`src/rtl/stage_operator_mixer.sv`:
```
// Operator mixer stage: sums carrier operators per voice, voices per frame.
// Optional STAGE_MIXER_SATURATE_EN: clamp the frame mix instead of wrapping.
module stage_operator_mixer #(
  parameter int NUM_OPERATORS = 8,
  parameter int NUM_VOICES    = 32,
  parameter int OP_BITS       = 3,
  parameter int VOICE_BITS    = 5,
  parameter int MIX_SHIFT     = 5
) (
  input  logic                                i_Clock,
  input  logic                                i_Reset_n,
  input  logic [VOICE_BITS+OP_BITS-1:0]       i_VoiceOperator,
  input  logic [15:0]                         i_AlgorithmWord,
  input  logic signed [15:0]                  i_Waveform,
  output logic                                o_ModWriteEnable,
  output logic [VOICE_BITS+OP_BITS-1:0]       o_ModWriteAddr,
  output logic signed [15:0]                  o_ModWriteData,
  output logic                                o_VoiceValid,
  output logic [VOICE_BITS-1:0]               o_Voice,
  output logic signed [OP_BITS+15:0]          o_VoiceSample,
  output logic                                o_MixValid,
  output logic signed [15:0]                  o_MixSample
);

  localparam int ID_BITS  = VOICE_BITS + OP_BITS;
  localparam int ACC_BITS = OP_BITS + 16;
  localparam int MIX_BITS = VOICE_BITS + OP_BITS + 16;
  localparam logic signed [MIX_BITS-1:0] SAT_MAX = MIX_BITS'(32767);
  localparam logic signed [MIX_BITS-1:0] SAT_MIN = -MIX_BITS'(32768);

  logic [ID_BITS-1:0]         r_Id;
  logic                       r_Carrier;
  logic signed [15:0]         r_Wave;
  logic                       r_ModWe;
  logic signed [ACC_BITS-1:0] r_Acc;
  logic signed [ACC_BITS-1:0] r_VoiceSample;
  logic [VOICE_BITS-1:0]      r_Voice;
  logic                       r_VoiceValid;
  logic signed [MIX_BITS-1:0] r_Mix;
  logic signed [15:0]         r_MixSample;
  logic                       r_MixValid;

  logic [OP_BITS-1:0]         w_Op;
  logic [VOICE_BITS-1:0]      w_VoiceId;
  logic                       w_OpLast;
  logic signed [ACC_BITS-1:0] w_Contrib;
  logic signed [ACC_BITS-1:0] w_AccSum;
  logic signed [MIX_BITS-1:0] w_VoiceExt;
  logic signed [MIX_BITS-1:0] w_MixSum;
  logic signed [MIX_BITS-1:0] w_Shifted;
  logic                       w_VoiceLast;
  logic signed [15:0]         w_Sat16;
  logic                       w_unused_alg;
  logic                       w_unused_hi;

  assign w_unused_alg = |i_AlgorithmWord[15:1];

  always_ff @(posedge i_Clock or negedge i_Reset_n) begin
    if (!i_Reset_n) begin
      r_Id      <= '0;
      r_Carrier <= 1'b0;
      r_Wave    <= '0;
      r_ModWe   <= 1'b0;
    end else begin
      r_Id      <= i_VoiceOperator;
      r_Carrier <= i_AlgorithmWord[0];
      r_Wave    <= i_Waveform;
      r_ModWe   <= 1'b1;
    end
  end

  assign w_Op      = r_Id[OP_BITS-1:0];
  assign w_VoiceId = r_Id[ID_BITS-1:OP_BITS];
  assign w_OpLast  = (w_Op == OP_BITS'(NUM_OPERATORS - 1));
  assign w_Contrib = r_Carrier ? {{OP_BITS{r_Wave[15]}}, r_Wave} : '0;
  assign w_AccSum  = (w_Op == '0) ? w_Contrib : r_Acc + w_Contrib;

  always_ff @(posedge i_Clock or negedge i_Reset_n) begin
    if (!i_Reset_n) begin
      r_Acc         <= '0;
      r_VoiceSample <= '0;
      r_Voice       <= '0;
      r_VoiceValid  <= 1'b0;
    end else begin
      r_Acc        <= w_AccSum;
      r_VoiceValid <= w_OpLast;
      if (w_OpLast) begin
        r_VoiceSample <= w_AccSum;
        r_Voice       <= w_VoiceId;
      end
    end
  end

  assign w_VoiceExt  = {{VOICE_BITS{r_VoiceSample[ACC_BITS-1]}}, r_VoiceSample};
  assign w_MixSum    = (r_Voice == '0) ? w_VoiceExt : r_Mix + w_VoiceExt;
  assign w_VoiceLast = (r_Voice == VOICE_BITS'(NUM_VOICES - 1));
  assign w_Shifted   = w_MixSum >>> MIX_SHIFT;

`ifdef STAGE_MIXER_SATURATE_EN
  assign w_unused_hi = 1'b0;
  always_comb begin
    w_Sat16 = w_Shifted[15:0];
    if (w_Shifted > SAT_MAX)
      w_Sat16 = 16'sh7fff;
    else if (w_Shifted < SAT_MIN)
      w_Sat16 = -16'sh8000;
  end
`else
  assign w_unused_hi = |{w_Shifted[MIX_BITS-1:16], SAT_MAX, SAT_MIN};
  assign w_Sat16     = w_Shifted[15:0];
`endif

  always_ff @(posedge i_Clock or negedge i_Reset_n) begin
    if (!i_Reset_n) begin
      r_Mix       <= '0;
      r_MixSample <= '0;
      r_MixValid  <= 1'b0;
    end else begin
      r_MixValid <= r_VoiceValid && w_VoiceLast;
      if (r_VoiceValid)
        r_Mix <= w_MixSum;
      if (r_VoiceValid && w_VoiceLast)
        r_MixSample <= w_Sat16;
    end
  end

  assign o_ModWriteEnable = r_ModWe;
  assign o_ModWriteAddr   = r_Id;
  assign o_ModWriteData   = r_Wave;
  assign o_VoiceValid     = r_VoiceValid;
  assign o_Voice          = r_Voice;
  assign o_VoiceSample    = r_VoiceSample;
  assign o_MixValid       = r_MixValid;
  assign o_MixSample      = r_MixSample;

endmodule

```
`config.mk`:
```
export PLATFORM = sky130hd
export DESIGN_NAME = stage_operator_mixer
export DESIGN_NICKNAME = d
export VERILOG_FILES = /design/src/rtl/stage_operator_mixer.sv
export SDC_FILE = /design/constraint.sdc
export NUM_CORES = 1
export LEC_CHECK = 0
export BUFFER_PORTS_ARGS = -buffer_cell sky130_fd_sc_hd__buf_4
export CAP_MARGIN = 25
export CORE_ASPECT_RATIO = 0.6
export CORE_MARGIN = 8
export CORE_UTILIZATION = 50
export DETAILED_ROUTE_END_ITERATION = 7
export GPL_ROUTABILITY_DRIVEN = 0
export HOLD_SLACK_MARGIN = 0.02
export PLACE_DENSITY = 0.73
export SYNTH_ARGS = -nofsm -noshare
export SYNTH_HDL_FRONTEND = slang
export SYNTH_SLANG_ARGS = --single-unit
```
`constraint.sdc`:
```
create_clock -name i_Clock -period 3 [get_ports i_Clock]
set_clock_uncertainty 0.05 [all_clocks]
set_input_delay 0.45 -clock i_Clock [delete_from_list [all_inputs] [get_ports i_Clock]]
set_output_delay 0.45 -clock i_Clock [all_outputs]
set_load 0.03 [all_outputs]
```
# Word level (Yosys, flattened, before mapping)
# Cells that the tools add are included.
# word_totals
register_bits,111
in_bits,42
elab_cells,21
# op_classes
n_addsub,2
eq_ne,2
n_mux,3
reduce_logical,3
# op_table
cell,n
$mux W19,2
$add A24 B19 Y24,1
$mux W24,1
$add A19 B19 Y19,1
$eq A5 B5 Y1 const B,1
$logic_not A5 Y1,1
$eq A3 B3 Y1 const B,1
$logic_not A3 Y1,1
$logic_and A1 B1 Y1,1

# Logic depth before layout (Yosys ltp)
# depth
depth_word,3
depth_mapped,12

# Least setup slack after synthesis
# Ideal clock, no wire load.
# synth_timing
path_kind,reg2reg
startpoint,register r_Wave[15] (netlist: o_ModWriteData[15])
endpoint,register r_VoiceSample[18] (netlist: o_VoiceSample[18])
arrival_ns,2.587
t_required_ns,2.825
slack_ns,0.238
path_stages_with_launch,11
period_less_slack_ns,2.762
cell_sequence,dfrtp_1 -> and2_1 -> clkbuf_1 -> ha_1 -> a21o_1 -> a21o_1 -> a2111oi_2 -> o21a_1 -> nor2_1 -> xor3_1 -> mux2_4
# synth_via
elab_chain_cells,3
# synth_rtl
element,line_no,text
start: declaration,33,logic signed [15:0] r_Wave;
start signal: assignment,67,r_Wave <= i_Waveform;
$mux W19 (*),75,"assign w_Contrib = r_Carrier ? {{OP_BITS{r_Wave[15]}}, r_Wave} : '0;"
$add A19 B19 Y19,76,assign w_AccSum = (w_Op == '0) ? w_Contrib : r_Acc + w_Contrib;
$mux W19 (*),76,
end signal: assignment,88,r_VoiceSample <= w_AccSum;
end: declaration,36,logic signed [ACC_BITS-1:0] r_VoiceSample;
# Mark *: on every way between the ends. The rest lies on a longest branch, timed or not.
# A chain may end at the register's enable or synchronous reset.

# Final worst setup path
# layout_timing
startpoint,register r_Carrier
endpoint,register r_VoiceSample[17] (netlist: o_VoiceSample[17])
# layout_via
elab_chain_cells,3
# layout_rtl
element,line_no,text
start: declaration,32,logic r_Carrier;
start signal: assignment,66,r_Carrier <= i_AlgorithmWord[0];
$mux W19 (*),75,
$add A19 B19 Y19,76,
$mux W19 (*),76,
# Marks and branches as above.

==> flow_summary.ini <==
[global_route]
grt_pass1_vias = 4835
use_met2 = 0.300
grt_pass1_wl_um = 24600
grt_max_degree = 60
grt_busiest_layer = met2
use_met3 = 0.0622
grt_overflow = 0
track_usage = 0.196
grt_antenna_before_repair = 0
grt_util_met1 = 0.268

[sta]
slew_viol_final = 0
rsz0062_at_grt = false
setup_viol = 0
hold_viol_final = 0
post-route-period-util = 0.930
worst_pin_slew_ns = 0.905
tns_ns = 0
slew_headroom = 0.395
layout_min_cycle_time_ns = 2.79
fmax_mhz = 358
hold_slack_ns = 0.0751

[logic_synthesis]
synth.most_common_cell = nand2_1
synth_edf_count = 0
synth-seq-area-share = 0.462
synth-seq-cells = 108
synthArstFlopShare = 1.00
syn_area_per_cell_sq_um = 9.50
synth.area.top_cells = dfrtp_1 46%, ha_1 8.1%, nand2_1 7.1%, o21ai_0 4.4%, a21oi_1 4.3%
synthDominantCellAreaShare = 0.462
syn_area_sq_mm = 0.00585
ys_types = 55
synth_area_leader_cell = dfrtp_1
synth_ff_type = dfrtp_1
synth_common_cells = 111 x nand2_1, 108 x dfrtp_1, 51 x o21ai_0
synthCells = 616
synth_fp_nets = 698
ys_warn_count = 0

[die]
rows = 30
io_pins = 109
start_util = 0.515
dieArea_sq_mm = 0.0155
coreArea_sq_mm = 0.0114
die_w_um = 156
die_y_um = 99.8

[cts]
cts_tree = done
clockBufferDepth = 2
clock-sinks = 108
cts_made_buffers = 9
path_clk_slew_ns = 0.07
htreeDepth = 3
postCtsSetupRepairBufs = 0
cts_hold_buf = 0
cts.repair.resized = 0
cts_root_buf = clkbuf_16
clk_latency_ns = 0.35

[drt]
drt-initial-drc-count = 267
drtPass1Iterations = 4
num_vias = 4738
drc = 0
wire_per_inst_um = 16.9
drtAntennaViolNets = 0
wirelength_um = 14700
via_per_inst = 5.43

[layout]
final_layout_size_suffix_gt1_frac = 0.216
fin_area_sq_mm = 0.00708
fin_nets = 789
fillers = 947
area_growth_syn_to_layout_pct = 21.0
antenna_cells = 0
finish.utilization = 0.622

[power_and_ir_drop]
power.leakage_uw = 0.00348
p_total_uw = 8470
peakVddDrop_uv = 532
p_per_area_mw_per_mm2 = 1200

[setup_path]
end_kind = flip-flop
required_ns = 3.18
cp_common_cell = a21o_1
critPathLaunchType = flip-flop
cp_cell_sequence = buf_4 > nand2_1 > inv_1 > ha_1 > a21o_1 > a21o_1 > a21o_1 > a311o_1 > o211ai_2 > o21ai_2 > xnor2_1 > o21ai_1
crit_slowest_cell = dfrtp_1
slowest_delay_ns = 0.40
crit_type = flip-flop to flip-flop
crit_arrival_ns = 2.97
cp_max_fo = 13

[hold_path]
hold_path.class = input pin to asynchronous set/reset pin

[placed_design]
placed_cell_area_sq_mm = 0.00676
dp_hpwl_um = 11000
io_buffers = 93

[outcome]
status = completed

[flow_run]
maxCapViolations = 0
worst max-delay path: cells and delay by family (launching register included):
kind | cells | cell delay (ns)
adder cells (fa/ha/maj) | 1 | 0.33
buffers and inverters | 2 | 0.22
AO/OA/AOI/OAI | 7 | 1.37
AND/OR/NAND/NOR | 1 | 0.08
flip-flops | 1 | 0.40
XOR/XNOR | 1 | 0.23
layer usage:
layer	part of all wire	routed length (um)
met1	0.47	6980
met2	0.43	6380
met3	0.084	1240
met4	0.0076	112
met5	0	0
state kept, by name, summed over array words and instances, names as in the netlist:
signal,flops
o_VoiceValid,1
o_ModWriteAddr,8
r_Mix,21
o_Voice,5
o_MixValid,1
o_ModWriteEnable,1
o_MixSample,16
o_ModWriteData,16
o_VoiceSample,19
r_Acc,19
r_Carrier,1
cell usage in the layout (no fill, tap or decap), types with 4 or more instances in the layout:
cell | Yosys | layout
a21o_1 | 24 | 24
a21oi_1 | 50 | 49
a31oi_1 | 15 | 15
and2_1 | 14 | 14
buf_4 | 3 | 108
clkbuf_16 | 0 | 9
dfrtp_1 | 108 | 108
ha_1 | 38 | 37
inv_1 | 15 | 15
inv_6 | 0 | 4
mux2_2 | 11 | 11
nand2_1 | 111 | 111
nand3_1 | 5 | 5
nand4_1 | 5 | 5
nor2_1 | 39 | 39
nor3_1 | 5 | 4
o21ai_0 | 51 | 50
o21ai_1 | 6 | 6
xnor2_1 | 20 | 20
xor2_1 | 16 | 16
power breakdown:
| group | leakage, uW | switching, uW | internal, uW |
|---|---|---|---|
| sequential | 0.00131 | 387 | 1900 |
| clock | 0.000143 | 571 | 660 |
| combinational | 0.00202 | 2900 | 2040 |
| total | 0.00348 | 3860 | 4600 |
worst paths after layout:
kind | from | to | slack [ns] | cells past startpoint
setup / recovery | r_Carrier | o_VoiceSample[17] | 0.21 | 12
hold / removal | i_Reset_n | o_ModWriteData[2] | 0.08 | 1
setup reg to reg | r_Carrier | o_VoiceSample[17] | 0.21 | 12
hold reg to reg | o_MixSample[12] | o_MixSample[12] | 0.43 | 2
max in group asynchronous | i_Reset_n | r_Mix[9] | 2.06 | 2
min in group i_Clock | i_VoiceOperator[5] | o_ModWriteAddr[5] | 0.15 | 1
stage by stage:
stage	setup slack (ns)	std cells
2_1_floorplan	0.238	616
3_3_place_gp	0.257	856
3_5_place_dp	0.207	856
4_1_cts	0.173	872
5_1_grt	0.0343	872
6_report	0.209	872
cells by family after synthesis:
family / after synthesis / synth area share
flip-flops: 108 / 0.462
buffers and inverters: 46 / 0.0323
adder cells (fa/ha/maj): 40 / 0.0881
AO/OA/AOI/OAI: 175 / 0.185
other: 1 / 0.000641
AND/OR/NAND/NOR: 193 / 0.143
multiplexers: 16 / 0.0308
XOR/XNOR: 37 / 0.0579
layout make-up:
type                            instances  area (sq um)  area share
Multi-Input combinational cell        462          2980       0.420
Clock buffer                            9           225      0.0318
Timing Repair Buffer                  109           831       0.117
Tap cell                              160           200      0.0283
Clock inverter                          7          80.1      0.0113
Sequential cell                       108          2700       0.382
Inverter                               17          63.8     0.00902
No activity file was read; power rests on OpenSTA's default activity.
